[src/rtl/alu_seq.sv]
`default_nettype none
// ============================================================================
// Module   : alu_seq
// Purpose  : Registered PIC-style ALU with STATUS flags (C, DC, Z), a
//            valid/ready handshake and a multi-cycle N-bit rotate through carry.
// Revision : 1.0 - initial release
// ============================================================================
module alu_seq #(
    parameter int WIDTH = 8,
    parameter int SHW   = 4
) (
    input  logic             clk,
    input  logic             rst,
    input  logic             in_valid,
    output logic             in_ready,
    input  logic [3:0]       op,
    input  logic [WIDTH-1:0] op_a,
    input  logic [WIDTH-1:0] op_b,
    input  logic [SHW-1:0]   shamt,
    output logic             out_valid,
    input  logic             out_ready,
    output logic [WIDTH-1:0] result,
    input  logic             flag_we,
    input  logic [2:0]       flag_wdata,
    output logic             c_flag,
    output logic             dc_flag,
    output logic             z_flag
);

    localparam logic [0:0] c_S_IDLE = 1'b0;
    localparam logic [0:0] c_S_ROT  = 1'b1;

    localparam logic [3:0] c_OP_MOV  = 4'd0;
    localparam logic [3:0] c_OP_SWAP = 4'd1;
    localparam logic [3:0] c_OP_CLR  = 4'd2;
    localparam logic [3:0] c_OP_IOR  = 4'd3;
    localparam logic [3:0] c_OP_AND  = 4'd4;
    localparam logic [3:0] c_OP_XOR  = 4'd5;
    localparam logic [3:0] c_OP_COMF = 4'd6;
    localparam logic [3:0] c_OP_ADD  = 4'd7;
    localparam logic [3:0] c_OP_SUB  = 4'd8;
    localparam logic [3:0] c_OP_INC  = 4'd9;
    localparam logic [3:0] c_OP_DEC  = 4'd10;
    localparam logic [3:0] c_OP_RLF  = 4'd11;
    localparam logic [3:0] c_OP_RRF  = 4'd12;
    localparam logic [3:0] c_OP_RLFN = 4'd13;
    localparam logic [3:0] c_OP_RRFN = 4'd14;
    localparam logic [3:0] c_OP_MOV2 = 4'd15;

    logic [0:0]       r_state;
    logic [WIDTH-1:0] r_result;
    logic             r_out_valid;
    logic             r_c;
    logic             r_dc;
    logic             r_z;
    logic [WIDTH-1:0] r_rot_val;
    logic             r_rot_c;
    logic             r_rot_left;
    logic [SHW-1:0]   r_rot_cnt;

    logic             w_accept;
    logic             w_start_rot;
    logic [WIDTH-1:0] w_bb;
    logic             w_cin;
    logic [WIDTH:0]   w_sum;
    logic [4:0]       w_nib;
    logic [WIDTH-1:0] w_swap;
    logic [WIDTH-1:0] w_res;
    logic             w_alu_c;
    logic             w_alu_dc;
    logic             w_upd_c;
    logic             w_upd_dc;
    logic             w_upd_z;
    logic [WIDTH-1:0] w_rot_val_nxt;
    logic             w_rot_c_nxt;

    assign in_ready    = (r_state == c_S_IDLE) && (!r_out_valid || out_ready) && !rst;
    assign w_accept    = in_valid && in_ready;
    assign w_start_rot = ((op == c_OP_RLFN) || (op == c_OP_RRFN)) && (shamt != '0);

    assign out_valid = r_out_valid;
    assign result    = r_result;
    assign c_flag    = r_c;
    assign dc_flag   = r_dc;
    assign z_flag    = r_z;

    // All four arithmetic ops share one WIDTH+1 adder; operand B and carry-in are selected here.
    always_comb begin
        w_bb  = op_b;
        w_cin = 1'b0;
        case (op)
            c_OP_SUB: begin
                w_bb  = ~op_b;
                w_cin = 1'b1;
            end
            c_OP_INC: begin
                w_bb  = '0;
                w_cin = 1'b1;
            end
            c_OP_DEC: w_bb = '1;
            default:  w_bb = op_b;
        endcase
    end

    assign w_sum = {1'b0, op_a} + {1'b0, w_bb} + {{WIDTH{1'b0}}, w_cin};
    assign w_nib = {1'b0, op_a[3:0]} + {1'b0, w_bb[3:0]} + {4'b0000, w_cin};

    genvar gi;
    generate
        for (gi = 0; gi < WIDTH / 8; gi++) begin : g_swap
            assign w_swap[8*gi +: 8] = {op_a[8*gi +: 4], op_a[8*gi+4 +: 4]};
        end
    endgenerate

    always_comb begin
        w_res    = op_a;
        w_alu_c  = r_c;
        w_alu_dc = r_dc;
        w_upd_c  = 1'b0;
        w_upd_dc = 1'b0;
        w_upd_z  = 1'b1;
        case (op)
            c_OP_MOV, c_OP_MOV2: w_res = op_a;
            c_OP_SWAP: w_res = w_swap;
            c_OP_CLR:  w_res = '0;
            c_OP_IOR:  w_res = op_a | op_b;
            c_OP_AND:  w_res = op_a & op_b;
            c_OP_XOR:  w_res = op_a ^ op_b;
            c_OP_COMF: w_res = ~op_a;
            c_OP_ADD, c_OP_SUB, c_OP_INC, c_OP_DEC: begin
                w_res    = w_sum[WIDTH-1:0];
                w_alu_c  = w_sum[WIDTH];
                w_alu_dc = w_nib[4];
                w_upd_c  = 1'b1;
                w_upd_dc = 1'b1;
            end
            c_OP_RLF: begin
                w_res   = {op_a[WIDTH-2:0], r_c};
                w_alu_c = op_a[WIDTH-1];
                w_upd_c = 1'b1;
                w_upd_z = 1'b0;
            end
            c_OP_RRF: begin
                w_res   = {r_c, op_a[WIDTH-1:1]};
                w_alu_c = op_a[0];
                w_upd_c = 1'b1;
                w_upd_z = 1'b0;
            end
            default: begin
                // Zero-count N-bit rotate: operand passes through, C rewritten with itself.
                w_res   = op_a;
                w_alu_c = r_c;
                w_upd_c = 1'b1;
                w_upd_z = 1'b0;
            end
        endcase
    end

    assign w_rot_val_nxt = r_rot_left ? {r_rot_val[WIDTH-2:0], r_rot_c}
                                      : {r_rot_c, r_rot_val[WIDTH-1:1]};
    assign w_rot_c_nxt   = r_rot_left ? r_rot_val[WIDTH-1] : r_rot_val[0];

    // Later non-blocking writes to the flags override the direct STATUS write on the same edge.
    always_ff @(posedge clk) begin
        if (rst) begin
            r_state     <= c_S_IDLE;
            r_result    <= '0;
            r_out_valid <= 1'b0;
            r_c         <= 1'b0;
            r_dc        <= 1'b0;
            r_z         <= 1'b0;
            r_rot_val   <= '0;
            r_rot_c     <= 1'b0;
            r_rot_left  <= 1'b0;
            r_rot_cnt   <= '0;
        end else begin
            if (flag_we) begin
                r_c  <= flag_wdata[2];
                r_dc <= flag_wdata[1];
                r_z  <= flag_wdata[0];
            end
            if (out_ready) begin
                r_out_valid <= 1'b0;
            end
            case (r_state)
                c_S_IDLE: begin
                    if (w_accept) begin
                        if (w_start_rot) begin
                            r_rot_val  <= op_a;
                            r_rot_c    <= r_c;
                            r_rot_left <= (op == c_OP_RLFN);
                            r_rot_cnt  <= shamt;
                            r_state    <= c_S_ROT;
                        end else begin
                            r_result    <= w_res;
                            r_out_valid <= 1'b1;
                            if (w_upd_c)  r_c  <= w_alu_c;
                            if (w_upd_dc) r_dc <= w_alu_dc;
                            if (w_upd_z)  r_z  <= (w_res == '0);
                        end
                    end
                end
                c_S_ROT: begin
                    r_rot_val <= w_rot_val_nxt;
                    r_rot_c   <= w_rot_c_nxt;
                    r_rot_cnt <= r_rot_cnt - SHW'(1);
                    if (r_rot_cnt == SHW'(1)) begin
                        r_result    <= w_rot_val_nxt;
                        r_c         <= w_rot_c_nxt;
                        r_out_valid <= 1'b1;
                        r_state     <= c_S_IDLE;
                    end
                end
                default: r_state <= c_S_IDLE;
            endcase
        end
    end

endmodule
`default_nettype wire

[config.mk]
export PLATFORM = sky130hd
export DESIGN_NAME = alu_seq
export DESIGN_NICKNAME = d
export VERILOG_FILES = /design/src/rtl/alu_seq.sv
export SDC_FILE = /design/constraint.sdc
export NUM_CORES = 1
export LEC_CHECK = 0
export CORE_UTILIZATION = 60
export CTS_CLUSTER_SIZE = 40
export DETAILED_ROUTE_END_ITERATION = 16
export PLACE_DENSITY = 0.92
export SYNTH_ARGS = -nofsm -noshare
export SYNTH_HDL_FRONTEND = slang
export SYNTH_SLANG_ARGS = --single-unit
[constraint.sdc]
create_clock -name clk -period 5.5 [get_ports clk]
set_input_delay 1.1 -clock clk [delete_from_list [all_inputs] [get_ports clk]]
set_output_delay 1.1 -clock clk [all_outputs]
set_load 0.02 [all_outputs]
==> flow_metrics.env, run 1 <==
export IMPL_r2r_cells=6
export IMPL_layout_min_cycle_time_ns=4.41
export IMPL_ys_ff_latch=27
export IMPL_numCtsBuffers=3
export IMPL_fin_ws_ns=1.09
export IMPL_cts_resized=0
export IMPL_cts_sinks=27
export IMPL_first_iter_violations=282
export IMPL_critical_path_class="input port to flip-flop"
export IMPL_cts_hold_buf=0
export IMPL_drive_gt1_frac=0.0637
export IMPL_crit_required_ns=5.72
export IMPL_hold_violations=0
export IMPL_n_fill_cell=397
export IMPL_sequentialPowerShare=0.370
export IMPL_fin_util=0.726
export IMPL_floorplan_initialDensity=0.631
export IMPL_port_buffers=44
export IMPL_io_pins=45
export IMPL_cp_start_kind="input port"
export IMPL_grt_setup_unrepaired="no"
export IMPL_combPwrFrac=0.436
export IMPL_gr_usage_met1=0.473
export IMPL_critPathLaunch="op[1]"
export IMPL_power_density_mw_per_mm2=166
export IMPL_synth_ff_type="dfxtp_1"
export IMPL_outcome="finished, final reports clean"
export IMPL_fin_cells=491
export IMPL_clock_power_share=0.194
export IMPL_grtUsageTotal=0.362
export IMPL_fmax_mhz=227
export IMPL_endpoint="z_flag"
export IMPL_firstDrtPassIters=5
export IMPL_synth_top_area_share=0.179
export IMPL_dpl_cell_area_mm2=0.00343
export IMPL_fin_skew_ns=0.00239
export IMPL_die_area_mm2=0.00532
export IMPL_ys_seq_area_frac=0.179
export IMPL_vias_per_cell=6.56
export IMPL_finalSetupViolCount=0
export IMPL_ir_drop_mv=0.108
export IMPL_insertion_delay_ns=0.27
export IMPL_pre_cts_ws_ns=0.897
export IMPL_drcViolationCount=0
export IMPL_grt_pass1_vias=2931
export IMPL_antennaDiodeCount=0
export IMPL_cts_root_buf="clkbuf_8"
export IMPL_net_switching_power_uw=211
export IMPL_finalPower_uw=578
export IMPL_met2_usage=0.602
export IMPL_worstPathArrival_ns=4.63
export IMPL_tightest_slew_ns=0.885
export IMPL_tritoncts="built"
export IMPL_muxShareOfSynthArea=0.0621
export IMPL_die_w_um=73.0
export IMPL_maxSlewHeadroom=0.410
export IMPL_drtAntennaViolNets=0
export IMPL_wirelength_um=9270
export IMPL_rr_endpoint="r_rot_cnt[1]"
export IMPL_cts_max_path_buffers=2
export IMPL_syn_area_mm2=0.00302
export IMPL_wire_per_inst_um=18.9
export IMPL_rows=25
export IMPL_grt_busiest_layer="met2"
export IMPL_hp_class="flip-flop to flip-flop"
export IMPL_synth_xor_area_share=0.0174
export IMPL_post_cts_buffers=0
export IMPL_synth_compound_area_share=0.300
export IMPL_fin_crit_sh=0.801
export IMPL_yosys_area_share_simple=0.240
export IMPL_hold_ws_ns=0.455
export IMPL_place_congestion=0.966
export IMPL_cts_htree_levels=1
export IMPL_antenna_found_initial=0
export IMPL_synth_top_cell_by_area="dfxtp_1"
export IMPL_swShare=0.365
export IMPL_grt_overflow_total=0
export IMPL_synth_adder_area_share=0.117
export IMPL_post_synth_cell_area_avg_um2=7.61
export IMPL_slew_viol_final=0
export IMPL_grt_pass1_wl_um=14700
export IMPL_reg2reg_setup_slack_ns=3.25
export IMPL_power_internal_uw=367
export IMPL_yosysWarningCount=0
export IMPL_fp_coreArea_mm2=0.00479
export IMPL_dr_total_vias=3219
export IMPL_crit_fanout=10
export IMPL_async_flop_share=0
export IMPL_die_h_um=73.0
export IMPL_clkTransAtPathRegs_ns=0.09
export IMPL_cap_violations=0
export IMPL_synth_top_family_by_area="compound AO/OA/AOI/OAI gates"
export IMPL_synth_area_top_cells="dfxtp_1 18%, ha_1 10%, nand2_1 5.2%"
export IMPL_final_area_mm2=0.00347
export IMPL_r2r_start="r_state"
export IMPL_synth_cell_type_count=70
export IMPL_worstSetupEndpointType="flip-flop"
export IMPL_nets=484
export IMPL_synthCells=397
export IMPL_placedCellCount=487
export IMPL_p_leak_nw=1.35
export IMPL_grt_start_max_net_pins=38
export IMPL_syn_to_final_growth_pct=14.9
export IMPL_setup_tns_ns=0
export IMPL_hpwl_um=7070
export IMPL_syn_num_nets=456
export IMPL_met3_usage=0.0193
export IMPL_synth_edf_count=0
-- worst min path at each step --
stage	depth (start not counted)	slack [ns]	startpoint	endpoint
floorplan	2	0.45	r_rot_cnt[3]	r_rot_cnt[3]
global placement	2	0.44	result[1]	result[1]
detailed placement	2	0.44	result[1]	result[1]
CTS	2	0.46	result[1]	result[1]
global route	2	0.48	result[1]	result[1]
finish	2	0.45	result[1]	result[1]
-- worst max-delay path, cell delays in order --
cell and delay, ns:
clkdlybuf4s50_1 0.49, clkinv_1 0.29, nand2_1 0.33, inv_1 0.09
fa_1 0.42, fa_1 0.43, a211o_1 0.29, o21ai_0 0.16
xnor2_1 0.18, a2111oi_4 0.41, nand4_1 0.16, nor3_2 0.13
a31o_1 0.14
-- sequential cells by signal (all words and copies together) (netlist names) --
| signal | cells |
|---|---|
| c_flag | 1 |
| dc_flag | 1 |
| out_valid | 1 |
| r_rot_c | 1 |
| r_rot_cnt | 4 |
| r_rot_left | 1 |
| r_rot_val | 8 |
| r_state | 1 |
| result | 8 |
| z_flag | 1 |
-- power groups by stage --
stage          clock [mW]  combinational (mW)  sequential [mW]
2_1_floorplan           0               0.154            0.224
3_3_place_gp            0               0.242            0.218
3_5_place_dp            0               0.246            0.218
4_1_cts             0.112               0.247            0.214
5_1_grt             0.120               0.271            0.215
6_report            0.112               0.252            0.214
-- metal layers --
layer | vias to the layer above | part of all wire
met2 | 181 | 0.49
li1 | 1507 | -
met4 | 0 | 0.044
met1 | 1499 | 0.40
met5 | - | 0
met3 | 32 | 0.067
-- cells by family (layout without fill, tap and decap cells) --
| kind of cell | Yosys count | count (layout) |
|---|---|---|
| mux | 18 | 18 |
| simple gates | 136 | 136 |
| fa+ha+maj | 27 | 27 |
| flops | 27 | 27 |
| compound gates | 131 | 131 |
| buf+inv | 52 | 79 |
| xor+xnor | 6 | 6 |
-- cells in the final DEF (no fill, tap or decap), drive strengths merged, types with 9 or more instances in the layout --
master	netlist	layout
a211oi	9	9
a21oi	32	32
clkdlybuf4s50	0	44
dfxtp	27	27
ha	25	25
inv	24	24
mux2i	15	15
nand2	42	42
nand2b	9	9
nor2	30	30
nor2b	11	11
o21ai	31	31
-- area by class of cell --
| cell class | count | area (um2) | area share |
|---|---|---|---|
| timing repair buffer | 50 | 485 | 0.140 |
| clock buffer | 4 | 45.0 | 0.0130 |
| tap | 67 | 83.8 | 0.0241 |
| inverter | 25 | 93.8 | 0.0270 |
| multi-input combinational | 318 | 2220 | 0.640 |
| sequential | 27 | 541 | 0.156 |
-- cell usage after synthesis (all sizes together), types with 2 or more instances --
| master | instances |
|---|---|
| o22ai | 8 |
| nand4 | 3 |
| buf | 21 |
| clkbuf | 6 |
| nand3 | 4 |
| o221ai | 4 |
| nor3b | 8 |
| a2bb2oi | 3 |
| inv | 24 |
| or3 | 2 |
| fa | 2 |
| a21oi | 32 |
| ha | 25 |
| or2 | 3 |
| o21ai | 31 |
| nor2b | 11 |
| nor4 | 2 |
| nand3b | 6 |
| nor2 | 30 |
| o21a | 7 |
| nor4b | 2 |
| mux2 | 3 |
| and3 | 3 |
| a221oi | 5 |
| nand2b | 9 |
| a311oi | 2 |
| and2b | 3 |
| nand2 | 42 |
| and3b | 2 |
| o211ai | 4 |
| mux2i | 15 |
| xnor2 | 4 |
| a32oi | 4 |
| a211oi | 9 |
| o32ai | 5 |
| xor2 | 2 |
| a211o | 3 |
| dfxtp | 27 |
| nor3 | 4 |
(Power assumes the default switching activity.)
==> run 2, diff against run 1 <==
--- a/config.mk
+++ b/config.mk
@@ -5,10 +5,10 @@
 export SDC_FILE = /design/constraint.sdc
 export NUM_CORES = 1
 export LEC_CHECK = 0
-export CORE_UTILIZATION = 60
+export CORE_UTILIZATION = 50
 export CTS_CLUSTER_SIZE = 40
 export DETAILED_ROUTE_END_ITERATION = 16
-export PLACE_DENSITY = 0.92
+export PLACE_DENSITY = 0.83
 export SYNTH_ARGS = -nofsm -noshare
 export SYNTH_HDL_FRONTEND = slang
 export SYNTH_SLANG_ARGS = --single-unit
==> constraint.sdc (replaced) <==
create_clock -name clk -period 3.7 [get_ports clk]
set_input_delay 0.74 -clock clk [delete_from_list [all_inputs] [get_ports clk]]
set_output_delay 0.74 -clock clk [all_outputs]
set_load 0.02 [all_outputs]
==> flow_metrics.env, run 2 (synthesized netlist as in run 1, its figures left out) <==
export IMPL_fp_coreArea_mm2=0.00568
export IMPL_cts_root_buf="clkbuf_8"
export IMPL_nets=504
export IMPL_grt_start_max_net_pins=38
export IMPL_hold_violations=0
export IMPL_finalSetupViolCount=0
export IMPL_cap_violations=0
export IMPL_p_leak_nw=1.45
export IMPL_drtAntennaViolNets=0
export IMPL_rr_endpoint="c_flag"
export IMPL_place_congestion=0.981
export IMPL_die_h_um=79.7
export IMPL_fin_crit_sh=0.956
export IMPL_antennaDiodeCount=0
export IMPL_antenna_found_initial=0
export IMPL_cp_start_kind="input port"
export IMPL_wirelength_um=9060
export IMPL_wire_per_inst_um=17.5
export IMPL_final_common_cell="clkdlybuf4s50_1"
export IMPL_min_from="result[3]"
export IMPL_grtUsageTotal=0.291
export IMPL_die_area_mm2=0.00636
export IMPL_floorplan_initialDensity=0.532
export IMPL_grt_pass1_wl_um=14500
export IMPL_grt_setup_unrepaired="no"
export IMPL_worstHoldPathCells=2
export IMPL_worstSetupEndpointType="flip-flop"
export IMPL_grt_pass1_vias=2891
export IMPL_cts_max_path_buffers=2
export IMPL_drive_gt1_frac=0.119
export IMPL_tightest_slew_ns=0.743
export IMPL_dr_total_vias=3230
export IMPL_insertion_delay_ns=0.28
export IMPL_fmax_mhz=283
export IMPL_worstPathArrival_ns=3.76
export IMPL_fin_cells=516
export IMPL_vias_per_cell=6.26
export IMPL_crit_required_ns=3.92
export IMPL_cts_htree_levels=1
export IMPL_numCtsBuffers=3
export IMPL_min_to="result[3]"
export IMPL_setup_tns_ns=0
export IMPL_hp_class="flip-flop to flip-flop"
export IMPL_fin_skew_ns=0.00968
export IMPL_rows=27
export IMPL_firstDrtPassIters=5
export IMPL_syn_to_final_growth_pct=20.9
export IMPL_layout_common_cells="44 x clkdlybuf4s50_1, 41 x nand2_1, 31 x a21oi_1"
export IMPL_fin_util=0.644
export IMPL_tritoncts="built"
export IMPL_placedCellCount=511
export IMPL_power_density_mw_per_mm2=243
export IMPL_reg2reg_setup_slack_ns=1.68
export IMPL_r2r_start="r_state"
export IMPL_first_iter_violations=390
export IMPL_ir_drop_mv=0.152
export IMPL_outcome="finished, final reports clean"
export IMPL_die_w_um=79.7
export IMPL_critical_path_class="input port to flip-flop"
export IMPL_crit_fanout=3
export IMPL_maxSlewHeadroom=0.500
export IMPL_r2r_cells=7
export IMPL_port_buffers=44
export IMPL_cts_sinks=27
export IMPL_io_pins=45
export IMPL_layout_min_cycle_time_ns=3.54
export IMPL_hpwl_um=6920
export IMPL_drcViolationCount=0
export IMPL_clkTransAtPathRegs_ns=0.10
export IMPL_slew_viol_final=0
export IMPL_grt_overflow_total=0
run 2: critical path, stage by stage:
cell and delay [ns]:
clkdlybuf4s50_1 0.48, and2b_2 0.24, nand2_1 0.10, o21ai_1 0.09, fa_2 0.36, fa_1 0.40
a211o_1 0.36, o21ai_2 0.09, xnor2_1 0.12, a2111oi_4 0.34, nand4_1 0.15, nor3_2 0.13
a31o_1 0.15
run 2: timing repair:
action                                  4_1_cts  5_1_grt
buffers inserted                              0        1
hold buffers                                  0        0
pin swaps                                     1        4
resized for setup                             1        6
endpoints found under the setup margin        1        5
run 2: power breakdown:
group / switching, mW / total [mW] / internal, mW / leakage, nW
clock: 0.0941 / 0.170 / 0.0756 / 0.0255
sequential: 0.0125 / 0.318 / 0.306 / 0.220
combinational: 0.216 / 0.399 / 0.183 / 1.20
run 2: layer usage:
metal	vias up	GRT usage	wire, um
met5	-	0	0
met4	0	0.0750	226
met3	26	0.0491	660
met2	171	0.460	4160
met1	1493	0.407	4010
li1	1540	-	-
run 2: area by class of cell:
type                            count  area (um2)
Multi-Input combinational cell    318        2250
Fill cell                         490        2020
Timing Repair Buffer               70         636
Sequential cell                    27         541
Inverter                           25        93.8
Tap cell                           72        90.1
Clock buffer                        3        41.3
Clock inverter                      1        5.00
run 2: worst max-delay path by stage:
stage | start | end | slack, ns | depth (start not counted)
6_report | op[2] | z_flag | 0.16 | 13
3_5_place_dp | op[2] | z_flag | -0.27 | 13
2_1_floorplan | op[2] | z_flag | 0.04 | 15
3_3_place_gp | op[2] | z_flag | -0.20 | 13
4_1_cts | op[2] | z_flag | 0.02 | 13
5_1_grt | op[2] | z_flag | 0.006 | 14
run 2: through the flow:
stage	setup slack (ns)	hold slack [ns]	power, mW	instance area [um2]
3_3_place_gp	-0.200	0.440	0.701	3580
2_1_floorplan	0.0352	0.445	0.562	3020
5_1_grt	0.00593	0.489	0.933	3650
4_1_cts	0.0193	0.458	0.869	3630
3_5_place_dp	-0.272	0.445	0.707	3580
6_report	0.161	0.457	0.887	3650
==> run 3, diff against run 2 <==
--- a/config.mk
+++ b/config.mk
@@ -5,7 +5,10 @@
 export SDC_FILE = /design/constraint.sdc
 export NUM_CORES = 1
 export LEC_CHECK = 0
-export CORE_UTILIZATION = 50
+export CELL_PAD_IN_SITES_DETAIL_PLACEMENT = 1
+export CELL_PAD_IN_SITES_GLOBAL_PLACEMENT = 1
+export CORE_UTILIZATION = 37
+export CTS_CLUSTER_DIAMETER = 60
 export CTS_CLUSTER_SIZE = 40
 export DETAILED_ROUTE_END_ITERATION = 16
 export PLACE_DENSITY = 0.83
==> flow_metrics.env, run 3 (synthesized netlist as in run 1, its figures left out) <==
export IMPL_insertion_delay_ns=0.28
export IMPL_fin_skew_ns=0.00724
export IMPL_wl_met3_um=486
export IMPL_final_area_mm2=0.00370
export IMPL_maxSlewHeadroom=0.497
export IMPL_worstPathArrival_ns=3.78
export IMPL_tightest_slew_ns=0.746
export IMPL_cts_root_buf="clkbuf_8"
export IMPL_setup_tns_ns=0
export IMPL_cp_start_kind="input port"
export IMPL_fmax_mhz=283
export IMPL_cts_sinks=27
export IMPL_crit_family="compound AO/OA/AOI/OAI gates"
export IMPL_fin_ws_ns=0.161
export IMPL_cts_htree_levels=1
export IMPL_vias_per_cell=5.99
export IMPL_grt_start_max_net_pins=38
export IMPL_wire_per_inst_um=19.1
export IMPL_hold_violations=0
export IMPL_crit_required_ns=3.94
export IMPL_die_w_um=92.4
export IMPL_maxUsedRoutingLayer="met4"
export IMPL_worstPathCellList="clkdlybuf4s50_1 > and2b_2 > nand2_1 > o21ai_1 > fa_2 > fa_2 > a211o_1 > o21ai_2 > xnor2_2 > a2111oi_4 > nand4_1 > nor3_2 > a31o_1"
export IMPL_fp_coreArea_mm2=0.00781
export IMPL_first_iter_violations=142
export IMPL_fin_cells=543
export IMPL_floorplan_initialDensity=0.387
export IMPL_cts_max_path_buffers=2
export IMPL_dr_total_vias=3252
export IMPL_critical_path_class="input port to flip-flop"
export IMPL_p_leak_nw=1.46
export IMPL_port_buffers=44
export IMPL_nets=501
export IMPL_fin_crit_sh=0.956
export IMPL_io_pins=45
export IMPL_pre_cts_ws_ns=-0.407
export IMPL_drive_gt1_frac=0.127
export IMPL_outcome="finished, final reports clean"
export IMPL_crit_top_cell="fa_2"
export IMPL_cpMaxStageDelayCell="clkdlybuf4s50_1"
export IMPL_placedCellCount=538
export IMPL_syn_to_final_growth_pct=22.6
export IMPL_drtAntennaViolNets=0
export IMPL_ir_drop_mv=0.141
export IMPL_die_h_um=92.4
export IMPL_final_common_cell="clkdlybuf4s50_1"
export IMPL_wirelength_met1_um=4390
export IMPL_slowest_delay_ns=0.49
export IMPL_n_fill_cell=977
export IMPL_path_buf_inv=1
export IMPL_clkTransAtPathRegs_ns=0.10
export IMPL_firstDrtPassIters=4
export IMPL_wirelength_um=10400
export IMPL_power_density_mw_per_mm2=244
export IMPL_layout_min_cycle_time_ns=3.54
export IMPL_grt_overflow_total=0
export IMPL_worstSetupEndpointType="flip-flop"
export IMPL_rows=32
export IMPL_hpwl_um=8120
export IMPL_grt_pass1_wl_um=17000
export IMPL_dpl_cell_area_mm2=0.00359
export IMPL_hold_ws_ns=0.478
export IMPL_crit_cells=13
export IMPL_crit_fanout=3
export IMPL_place_congestion=0.920
export IMPL_r2r_cells=8
export IMPL_route_met2_wl_um=5190
export IMPL_tritoncts="built"
export IMPL_hp_class="flip-flop to flip-flop"
export IMPL_numCtsBuffers=3
export IMPL_grt_pass1_vias=3285
export IMPL_antenna_found_initial=0
export IMPL_antennaDiodeCount=0
export IMPL_layout_common_cells="43 x clkdlybuf4s50_1, 41 x nand2_1, 31 x a21oi_1"
export IMPL_slew_viol_final=0
export IMPL_finalSetupViolCount=0
export IMPL_die_area_mm2=0.00853
export IMPL_drcViolationCount=0
export IMPL_grtUsageTotal=0.252
export IMPL_worstHoldPathCells=2
export IMPL_cap_violations=0
-- run 3: layer usage --
metal / track usage / vias up
li1: - / 1527
met1: 0.317 / 1598
met2: 0.452 / 106
met3: 0.0131 / 21
met4: 0.0872 / 0
met5: 0 / -
-- run 3: cell type report --
class                      count  area [um2]  share of cell area
sequential                    27         541               0.146
multi-input combinational    318        2280               0.616
tap                          102         128              0.0345
timing repair buffer          67         616               0.166
clock inverter                 1        5.00             0.00135
clock buffer                   3        41.3              0.0111
inverter                      25        93.8              0.0253
-- run 3: worst register-to-register path: cells and delay by family, from the launching register on --
kind / cells / cell delay (ns)
AOI/OAI and AO/OA: 3 / 0.46
buffers and inverters: 2 / 0.45
DFF: 1 / 0.31
and+or+nand+nor: 3 / 0.78
-- run 3: stage by stage --
stage,power [mW],utilization
floorplan,0.562,-
global placement,0.701,0.460
detailed placement,0.715,0.460
CTS,0.889,0.467
global route,0.958,0.474
finish,0.904,0.474
-- run 3: worst paths after layout --
path / from / endpoint / slack [ns]
worst max-delay path: op[2] / z_flag / 0.16
worst min-delay path: result[1] / result[1] / 0.48
worst max register to register: r_state / result[3] / 1.63
worst min register to register: result[1] / result[1] / 0.48
-- run 3: repair_timing --
item	in CTS	in global routing
resized for setup	2	12
hold buffers	0	0
setup buffers	0	1
endpoints found under the setup margin	2	7
pin swaps	2	4
-- run 3: power breakdown --
part / internal, mW / switching, mW / leakage [nW]
sequential: 0.306 / 0.0126 / 0.220
combinational: 0.186 / 0.226 / 1.21
clock: 0.0758 / 0.0974 / 0.0255
